--- src/rtl/vx_packet_rr_scheduler_pkg.sv ---
// Shared helpers for the packet round-robin scheduler.
// Contents:
//   log2up - width of an index for n entries, never less than 1 bit
package vx_packet_rr_scheduler_pkg;

   function automatic int log2up(input int n);
      if (n > 1) begin
         return $clog2(n);
      end else begin
         return 1;
      end
   endfunction

endpackage

--- src/rtl/vx_packet_rr_scheduler_chk.sv ---
// Simulation-only properties for the packet scheduler grant vector.
// Ports:
//   clk, reset  clock and synchronous active-high reset
//   ready_in    per-requester accept from the scheduler
//   locked      scheduler is inside a packet
//   owner       requester that holds the packet lock
module vx_packet_rr_scheduler_chk #(
   parameter int NUM_REQS     = 4,
   parameter int LOG_NUM_REQS = 2
) (
   input logic                    clk,
   input logic                    reset,
   input logic [NUM_REQS-1:0]     ready_in,
   input logic                    locked,
   input logic [LOG_NUM_REQS-1:0] owner
);
   logic [NUM_REQS-1:0] others_s;

   // Mask of every requester except the current owner
   always_comb begin
      others_s = '0;
      for (int i = 0; i < NUM_REQS; i++) begin
         others_s[i] = (owner != LOG_NUM_REQS'(i));
      end
   end

   a_ready_onehot0: assert property (@(posedge clk) disable iff (reset)
      $onehot0(ready_in))
      else $error("ready_in has more than one bit set: %b", ready_in);

   a_locked_owner_only: assert property (@(posedge clk) disable iff (reset)
      locked |-> ((ready_in & others_s) == '0))
      else $error("ready_in %b grants a non-owner while locked on %0d", ready_in, owner);

endmodule

--- src/rtl/vx_packet_rr_scheduler_rr_pick.sv ---
// Combinational rotating-priority pick.
// Doubles the request vector, masks off positions below the start index and
// takes the lowest remaining bit, which gives an upward search that wraps.
// Ports:
//   requests    in  NUM_REQS      request vector
//   start_idx   in  LOG_NUM_REQS  highest-priority index (must be < NUM_REQS)
//   pick_idx    out LOG_NUM_REQS  index of the chosen request
//   pick_onehot out NUM_REQS      one-hot of the chosen request, zero if none
//   pick_valid  out 1             at least one request present
module vx_rr_pick
   import vx_packet_rr_scheduler_pkg::*;
#(
   parameter int NUM_REQS     = 4,
   parameter int LOG_NUM_REQS = log2up(NUM_REQS)
) (
   input  logic [NUM_REQS-1:0]     requests,
   input  logic [LOG_NUM_REQS-1:0] start_idx,
   output logic [LOG_NUM_REQS-1:0] pick_idx,
   output logic [NUM_REQS-1:0]     pick_onehot,
   output logic                    pick_valid
);
   localparam int DBL_W = 2 * NUM_REQS;

   logic [DBL_W-1:0] dbl_s;
   logic [DBL_W-1:0] mask_s;
   logic [DBL_W-1:0] masked_s;

   // Mask-and-priority-encode over the doubled request vector
   always_comb begin
      dbl_s    = {requests, requests};
      mask_s   = '0;
      for (int i = 0; i < DBL_W; i++) begin
         mask_s[i] = (i >= int'(start_idx)) ? 1'b1 : 1'b0;
      end
      masked_s = dbl_s & mask_s;
      pick_idx = '0;
      // scan downward so the lowest set position wins
      for (int i = DBL_W - 1; i >= 0; i--) begin
         if (masked_s[i]) begin
            pick_idx = LOG_NUM_REQS'(i % NUM_REQS);
         end else begin
            pick_idx = pick_idx;
         end
      end
      pick_valid  = |requests;
      pick_onehot = '0;
      for (int i = 0; i < NUM_REQS; i++) begin
         pick_onehot[i] = pick_valid && (pick_idx == LOG_NUM_REQS'(i));
      end
   end

endmodule

--- src/rtl/vx_packet_rr_scheduler.sv ---
// Packet round-robin scheduler: shares one registered valid/ready channel
// among NUM_REQS requesters; a grant is held from first beat to last=1.
// Ports:
//   clk, reset  clock, synchronous active-high reset
//   valid_in    per-requester beat valid
//   data_in     requester i at [i*DATA_WIDTH +: DATA_WIDTH]
//   last_in     beat closes its packet
//   ready_in    per-requester accept, one-hot or zero
//   valid_out   registered output valid
//   data_out    registered payload
//   last_out    registered last
//   sel_out     source requester of the output beat
//   ready_out   consumer accept
module vx_packet_rr_scheduler
   import vx_packet_rr_scheduler_pkg::*;
#(
   parameter int NUM_REQS     = 4,
   parameter int DATA_WIDTH   = 32,
   parameter int LOG_NUM_REQS = log2up(NUM_REQS)
) (
   input  logic                           clk,
   input  logic                           reset,
   input  logic [NUM_REQS-1:0]            valid_in,
   input  logic [NUM_REQS*DATA_WIDTH-1:0] data_in,
   input  logic [NUM_REQS-1:0]            last_in,
   output logic [NUM_REQS-1:0]            ready_in,
   output logic                           valid_out,
   output logic [DATA_WIDTH-1:0]          data_out,
   output logic                           last_out,
   output logic [LOG_NUM_REQS-1:0]        sel_out,
   input  logic                           ready_out
);
   typedef enum logic [0:0] {IDLE = 1'b0, LOCKED = 1'b1} state_e;

   localparam logic [LOG_NUM_REQS-1:0] LAST_IDX = LOG_NUM_REQS'(NUM_REQS - 1);

   state_e                  state_r;
   logic [LOG_NUM_REQS-1:0] rr_ptr_r;
   logic [LOG_NUM_REQS-1:0] owner_r;
   logic                    valid_out_r;
   logic [DATA_WIDTH-1:0]   data_out_r;
   logic                    last_out_r;
   logic [LOG_NUM_REQS-1:0] sel_out_r;

   logic [LOG_NUM_REQS-1:0] pick_idx_s;
   logic [NUM_REQS-1:0]     pick_onehot_s;
   logic                    pick_valid_s;
   logic                    out_free_s;
   logic                    grant_vld_s;
   logic [LOG_NUM_REQS-1:0] grant_idx_s;
   logic [NUM_REQS-1:0]     owner_onehot_s;
   logic [NUM_REQS-1:0]     grant_onehot_s;
   logic [DATA_WIDTH-1:0]   grant_data_s;
   logic                    grant_valid_in_s;
   logic                    grant_last_s;
   logic                    xfer_s;
   logic [LOG_NUM_REQS-1:0] next_ptr_s;

   vx_rr_pick #(
      .NUM_REQS     (NUM_REQS),
      .LOG_NUM_REQS (LOG_NUM_REQS)
   ) u_pick (
      .requests    (valid_in),
      .start_idx   (rr_ptr_r),
      .pick_idx    (pick_idx_s),
      .pick_onehot (pick_onehot_s),
      .pick_valid  (pick_valid_s)
   );

   // Payload mux of the granted requester and one-hot of the lock owner
   always_comb begin
      owner_onehot_s   = '0;
      grant_data_s     = '0;
      grant_valid_in_s = 1'b0;
      grant_last_s     = 1'b0;
      for (int i = 0; i < NUM_REQS; i++) begin
         owner_onehot_s[i] = (owner_r == LOG_NUM_REQS'(i));
         if (grant_idx_s == LOG_NUM_REQS'(i)) begin
            grant_data_s     = data_in[i*DATA_WIDTH +: DATA_WIDTH];
            grant_valid_in_s = valid_in[i];
            grant_last_s     = last_in[i];
         end else begin
            grant_data_s     = grant_data_s;
         end
      end
   end

   // Grant source: the owner stays granted while locked, even with valid_in low
   always_comb begin
      out_free_s = !valid_out_r || ready_out;
      if (state_r == LOCKED) begin
         grant_idx_s    = owner_r;
         grant_onehot_s = owner_onehot_s;
         grant_vld_s    = 1'b1;
      end else begin
         grant_idx_s    = pick_idx_s;
         grant_onehot_s = pick_onehot_s;
         grant_vld_s    = pick_valid_s;
      end
   end

   // Accept handshake and next pointer; nothing is accepted during reset
   always_comb begin
      if (grant_vld_s && out_free_s && !reset) begin
         ready_in = grant_onehot_s;
      end else begin
         ready_in = '0;
      end
      xfer_s = grant_vld_s && out_free_s && !reset && grant_valid_in_s;
      // explicit compare keeps non-power-of-2 counts in range
      if (grant_idx_s == LAST_IDX) begin
         next_ptr_s = '0;
      end else begin
         next_ptr_s = grant_idx_s + LOG_NUM_REQS'(1);
      end
   end

   // Packet lock FSM and round-robin pointer (moves only on a last beat)
   always_ff @(posedge clk) begin
      if (reset) begin
         state_r  <= IDLE;
         rr_ptr_r <= '0;
         owner_r  <= '0;
      end else if (xfer_s) begin
         case (state_r)
            IDLE: begin
               if (grant_last_s) begin
                  rr_ptr_r <= next_ptr_s;
               end else begin
                  state_r <= LOCKED;
                  owner_r <= grant_idx_s;
               end
            end
            LOCKED: begin
               if (grant_last_s) begin
                  state_r  <= IDLE;
                  rr_ptr_r <= next_ptr_s;
               end else begin
                  state_r  <= LOCKED;
               end
            end
            default: begin
               state_r <= IDLE;
            end
         endcase
      end else begin
         state_r <= state_r;
      end
   end

   // Output stage: load on transfer, drain on consumer accept, else hold
   always_ff @(posedge clk) begin
      if (reset) begin
         valid_out_r <= 1'b0;
         data_out_r  <= '0;
         last_out_r  <= 1'b0;
         sel_out_r   <= '0;
      end else if (xfer_s) begin
         valid_out_r <= 1'b1;
         data_out_r  <= grant_data_s;
         last_out_r  <= grant_last_s;
         sel_out_r   <= grant_idx_s;
      end else if (ready_out) begin
         valid_out_r <= 1'b0;
      end else begin
         valid_out_r <= valid_out_r;
      end
   end

   assign valid_out = valid_out_r;
   assign data_out  = data_out_r;
   assign last_out  = last_out_r;
   assign sel_out   = sel_out_r;

   vx_packet_rr_scheduler_chk #(
      .NUM_REQS     (NUM_REQS),
      .LOG_NUM_REQS (LOG_NUM_REQS)
   ) u_chk (
      .clk      (clk),
      .reset    (reset),
      .ready_in (ready_in),
      .locked   (state_r == LOCKED),
      .owner    (owner_r)
   );

endmodule

--- config.mk ---
export PLATFORM = sky130hd
export DESIGN_NAME = vx_packet_rr_scheduler
export DESIGN_NICKNAME = d
export VERILOG_FILES = /design/src/rtl/vx_packet_rr_scheduler_pkg.sv /design/src/rtl/vx_packet_rr_scheduler_chk.sv /design/src/rtl/vx_packet_rr_scheduler_rr_pick.sv /design/src/rtl/vx_packet_rr_scheduler.sv
export SDC_FILE = /design/constraint.sdc
export NUM_CORES = 1
export LEC_CHECK = 0
export BUFFER_PORTS_ARGS = -buffer_cell sky130_fd_sc_hd__buf_4
export CORE_MARGIN = 10
export CORE_UTILIZATION = 46
export CTS_CLUSTER_DIAMETER = 60
export DETAILED_ROUTE_END_ITERATION = 6
export HOLD_SLACK_MARGIN = 0.06
export PLACE_DENSITY_LB_ADDON = 0.15
export SYNTH_ARGS = -nofsm -noshare
export SYNTH_HDL_FRONTEND = slang
export SYNTH_HIERARCHICAL = 1
export SYNTH_SLANG_ARGS = --single-unit
--- constraint.sdc ---
create_clock -name clk -period 7.4 [get_ports clk]
set_clock_uncertainty 0.2 [all_clocks]
set_input_delay 0.37 -clock clk [delete_from_list [all_inputs] [get_ports clk]]
set_output_delay 0.37 -clock clk [all_outputs]
set_load 0.01 [all_outputs]
==> results of run 1 <==
[final timing paths]
| kind | to | slack (ns) | cells after the start |
|---|---|---|---|
| worst max-delay path | rr_ptr_r[0] | 2.79 | 14 |
| worst min register to register | data_out[1] | 0.29 | 2 |
| worst max register to register | rr_ptr_r[0] | 2.79 | 14 |
| worst min-delay path | data_out[27] | 0.20 | 3 |
[Yosys cell counts (2+ instances only)]
| cell | n |
|---|---|
| o311ai_0 | 2 |
| a221oi_1 | 32 |
| o21ai_0 | 4 |
| nor3_1 | 64 |
| o31ai_1 | 3 |
| o2bb2ai_1 | 2 |
| a21oi_1 | 12 |
| buf_2 | 9 |
| nand2_1 | 7 |
| dfxtp_1 | 41 |
| nand2b_1 | 5 |
| clkbuf_1 | 28 |
| nor2b_1 | 3 |
| nand3b_1 | 3 |
| inv_1 | 9 |
| buf_6 | 2 |
| o221a_2 | 2 |
| a211oi_1 | 33 |
| o21a_1 | 2 |
| mux2i_1 | 3 |
| or3_1 | 2 |
| ha_1 | 4 |
| nor2_1 | 73 |
[cell families after synthesis]
group | synth area share [%]
adder cells (fa/ha/maj) | 1.88
multiplexers | 1.13
AND/OR/NAND/NOR | 27.9
AO/OA/AOI/OAI | 29.7
buffers and inverters | 8.51
flip-flops | 30.9
[metal layers]
metal	wire (um)	track usage, %	vias to the layer above
met3	1210	10.4	11
met1	4170	24.2	1536
li1	-	-	1649
met2	5260	36.7	138
met4	117	5.77	0
met5	0	0	-
[report_power, final]
group	leakage [uW]	internal, uW	switching (uW)
logic	0.00139	400	493
registers	0.000336	305	64.3
clock network	0.0000681	134	80.2
total	0.00179	839	637
[worst reg2reg max path: stages (launching register included)]
cell and delay, ns:
dfxtp_1 0.57, mux2i_1 0.24, nor2_1 0.06, a311oi_1 0.32, inv_1 0.11, o21a_1 0.24, inv_1 0.12, ha_1 0.62
buf_4 0.37, a211o_1 0.16, a21oi_1 0.07, nor3_4 0.65, buf_4 0.39, nand2_1 0.11, a32o_1 0.28
[through the flow]
stage	util (%)	cells	hold slack, ns	cell area (sq um)
3_5_place_dp	70.9	578	0.280	3950
2_1_floorplan	-	364	0.311	2660
4_1_cts	73.3	586	0.197	4090
3_3_place_gp	70.9	578	0.277	3950
6_report	73.3	586	0.197	4090
5_1_grt	73.3	586	0.198	4090
[cell type report]
| type | instances | share of cell area [%] |
|---|---|---|
| flip-flops and latches | 41 | 20.1 |
| repair buffers | 184 | 33.8 |
| clock inverters | 3 | 1.59 |
| well taps | 72 | 2.20 |
| multi-input cells | 271 | 39.7 |
| clock buffers | 5 | 1.68 |
| inverters | 10 | 0.918 |
[sequential cells by signal, indices dropped and copies added (netlist names)]
name,count
data_out,32
last_out,1
owner_r,2
rr_ptr_r,2
sel_out,2
state_r,1
valid_out,1
==> results.cfg, run 1 <==
[clock_tree]
cts_tree = built
clock_path_buffers = 2
cts_root_buf = clkbuf_8
cts_sinks = 41
cts.repair.resized = 0
tritoncts.num_buffers = 5
cts_max_level = 2
post-cts-setup-buffers = 0
clock_latency_ns = 0.30
cts_hold_buf = 0
clk_pin_slew_ns = 0.08

[critical_path]
path_delay_family = compound AO/OA/AOI/OAI gates
timing_worst_setup_path_type = flip-flop to flip-flop
crit_chain = mux2i_1 > nor2_1 > a311oi_1 > inv_1 > o21a_1 > inv_1 > ha_1 > buf_4 > a211o_1 > a21oi_1 > nor3_4 > buf_4 > nand2_1 > a32o_1
required_ns = 7.39
slowest_stage = nor3_4
arrival_ns = 4.60
rr_startpoint = rr_ptr_r[1]
path_buf_inv = 4
critPathLaunch = rr_ptr_r[1]
cp_max_fo = 23
cpPeakStageDelay_ns = 0.65
crit_path_end_kind = flip-flop
startpoint_type = flip-flop

[floorplanning]
die_h_um = 96.0
die_area_sq_um = 9220
dieWidth_um = 96.0
start_util_pct = 47.7
ioPinCount = 179
rows = 27
core-area_sq_um = 5570

[global_routing]
grt_max_degree = 59
grt_pass1_vias = 3298
grt_pass1_wl_mm = 16.2
track_usage_pct = 21.8
antenna_found_initial = 0
grt_overflow_total = 0

[timing]
tightestPinTransition_ns = 0.961
slew_headroom_pct = 35.5
hold_viol_final = 0
rsz0062_at_grt = false
fin_crit_ns = 4.61
timing.fmax_mhz = 217
maxSlewViolCount = 0
post-route-period-util_pct = 62.3
tns_ns = 0
worst_slack_ns = 2.79
setup_viol = 0

[power]
power.total_uw = 1480
p_leak_uw = 0.00179
pwr_density_cell_nw_per_um2 = 361
peakVddDrop_v = 0.000188

[yosys]
synth-async-reset-ratio_pct = 0
ys_seq_area_share_pct = 30.9
synth_edf_count = 0
synth_ff_type = dfxtp_1
synth_cells = 364
syn_area_sq_um = 2660
syn_nets = 507
ys_ff_latch = 41
synth_top_area_share_pct = 30.9
synth_top_area_cell = dfxtp_1
avgSynthCellArea_sq_um = 7.31
synth_cell_types = 42
ys_warn_count = 6
synthTopCellsByArea = dfxtp_1 31%, nor3_1 12%, a221oi_1 11%

[cells_and_area]
fill_cells = 473
register_area_sq_um = 821
fin_nets = 656
area_growth_pct = 53.7
mostFrequentLayoutCell = buf_4
drive_above_1_share_pct = 38.7
diodes = 0
multi_input_area_sq_um = 1620
layout_common_cells = 184 x buf_4, 73 x nor2_1, 64 x nor3_1

[worst_hold_path]
hp-start = data_in[123]
min_path_type = primary input to flip-flop

[placed_design]
globalplace.congestion = 0.873
io_buffers = 178
dpl_worst_slack_ns = 2.91
dpl.hpwl_mm = 8.26

[job]
drv_cap = 0

[routing]
first_iter_violations = 141
vias = 3334
wl_per_cell_um = 18.3
via_per_inst = 5.69
ant_nets = 0
routed_wl_mm = 10.8
drt_first_pass_iters = 4
drcViolationCount = 0

[run_status]
status = completed
Power figures use the tool's default switching activity.
==> inputs of run 2 (changes only) <==
- CORE_UTILIZATION: 46 -> 42
- clock period: 7.4 -> 4.3 ns (I/O delays scaled with it)
==> results.cfg, run 2 (synthesis gave the netlist of run 1 again) <==
[cells_and_area]
diodes = 0
largest_reg_flops = 32
fin_nets = 678
area_growth_pct = 60.4
drive_above_1_share_pct = 37.7
mostFrequentLayoutCell = buf_4
layout_common_cells = 187 x buf_4, 73 x nor2_1, 64 x nor3_1
fill_cells = 518
final_cells = 611

[placed_design]
dpl_worst_slack_ns = 0.405
io_buffers = 178
dpl.hpwl_mm = 8.51
globalplace.congestion = 0.808
place_inst = 584

[critical_path]
crit_path_end_kind = flip-flop
startpoint_type = flip-flop
slowest_stage = dfxtp_1
rr_startpoint = rr_ptr_r[1]
r2r_cells = 12
cpMostUsedCell = a21oi_1
rr_endpoint = data_out[28]
arrival_ns = 3.99
path_buf_inv = 2
path_delay_family = compound AO/OA/AOI/OAI gates
cp_max_fo = 35
required_ns = 4.31
r2r_slack_ns = 0.32
timing_worst_setup_path_type = flip-flop to flip-flop
crit_chain = a21oi_1 > o21ai_0 > o2bb2a_1 > mux2i_1 > inv_1 > ha_2 > a211o_1 > a21oi_1 > or3_1 > buf_4 > a211oi_1 > nor3_1
cpPeakStageDelay_ns = 0.57

[routing]
first_iter_violations = 133
vias = 3409
wl_per_cell_um = 18.1
drcViolationCount = 0
via_per_inst = 5.58
drt_first_pass_iters = 4
ant_nets = 0
routed_wl_mm = 11.1

[power]
sequentialPowerShare_pct = 25.7
peakVddDrop_v = 0.000344
p_sw_share_pct = 44.6
pwr_density_cell_nw_per_um2 = 579
p_leak_uw = 0.00187
p_sw_uw = 1100
p_comb_share_pct = 63.6
internal-power_uw = 1370
p_clk_share_pct = 10.7

[worst_hold_path]
min_delay_worst_endpoint = data_out[21]
min_path_type = primary input to flip-flop
min_path_cells = 3
hp-start = data_in[117]

[timing]
slew_headroom_pct = 56.3
hold_viol_final = 0
setup_viol = 0
post-route-period-util_pct = 92.7
worst_slack_ns = 0.316
rsz0062_at_grt = false
fin_crit_ns = 3.98
tns_ns = 0
maxSlewViolCount = 0
tightestPinTransition_ns = 0.655
timing.fmax_mhz = 251

[global_routing]
antenna_found_initial = 0
track_usage_pct = 20.9
grt_overflow_total = 0
grt_pass1_wl_mm = 17.1
grt_pass1_vias = 3393
grt_max_degree = 38

[floorplanning]
die_area_sq_um = 9920
start_util_pct = 44.1
die_h_um = 99.6
rows = 28
dieWidth_um = 99.6
core-area_sq_um = 6030
ioPinCount = 179

[clock_tree]
clock_latency_ns = 0.29
clk_pin_slew_ns = 0.08
cts_max_level = 2
cts_tree = built
tritoncts.num_buffers = 5
clock_path_buffers = 2
cts_sinks = 41
cts.repair.resized = 0
cts_hold_buf = 19
cts_root_buf = clkbuf_8
post-cts-setup-buffers = 0

[job]
drv_cap = 0

[run_status]
status = completed
## run 2: cell count changes in the layout (fill, tap and decap cells not counted)
cell	previous run	this run
dlygate4sd3_1	0	19
clkbuf_8	5	6
bufinv_16	2	0
clkinv_4	0	1
buf_4	184	187
## run 2: worst max-delay path by stage
stage	start	cells past startpoint	to
finish	rr_ptr_r[1]	12	data_out[28]
global route	rr_ptr_r[1]	12	data_out[10]
CTS	rr_ptr_r[1]	12	data_out[28]
detailed placement	rr_ptr_r[1]	12	data_out[28]
global placement	rr_ptr_r[1]	13	data_out[7]
floorplan	rr_ptr_r[1]	16	data_out[30]
## run 2: metal layers
metal	global-route usage [%]	vias up	part of all wire [%]
met5	0	-	0
met2	35.9	147	49
met3	9.55	20	10
li1	-	1692	-
met4	7.06	0	2.5
met1	22.1	1550	38
## run 2: area by class of cell
class	count	area, sq um	share of cell area (%)
Clock inverter	2	13.8	0.323
Inverter	10	37.5	0.880
Tap cell	75	93.8	2.20
Clock buffer	6	82.6	1.94
Multi-Input combinational cell	271	1620	38.1
Timing Repair Buffer	206	1590	37.4
Sequential cell	41	821	19.2
## run 2: worst reg2reg max path: stages, from the launching register on
cell and delay (ns):
dfxtp_1 0.57, a21oi_1 0.11, o21ai_0 0.17, o2bb2a_1 0.26, mux2i_1 0.33, inv_1 0.13, ha_2 0.41, a211o_1 0.35
a21oi_1 0.27, or3_1 0.41, buf_4 0.38, a211oi_1 0.11, nor3_1 0.22
## run 2: power by group through the flow
stage | sequential, uW | combinational [uW] | clock, uW
after CTS | 632 | 1580 | 269
after floorplan | 668 | 964 | 0
after detailed placement | 638 | 1560 | 0
after global placement | 632 | 1530 | 0
final | 635 | 1570 | 264
after global routing | 654 | 1740 | 290
## run 2: stage by stage
stage | power [uW] | hold slack (ns) | util [%] | cell area, sq um
global route | 2680 | 0.0651 | 70.8 | 4270
detailed placement | 2200 | 0.282 | 66.1 | 3980
CTS | 2490 | 0.0621 | 70.8 | 4270
floorplan | 1630 | 0.211 | - | 2660
global placement | 2170 | 0.278 | 66.1 | 3980
finish | 2470 | 0.0591 | 70.8 | 4270
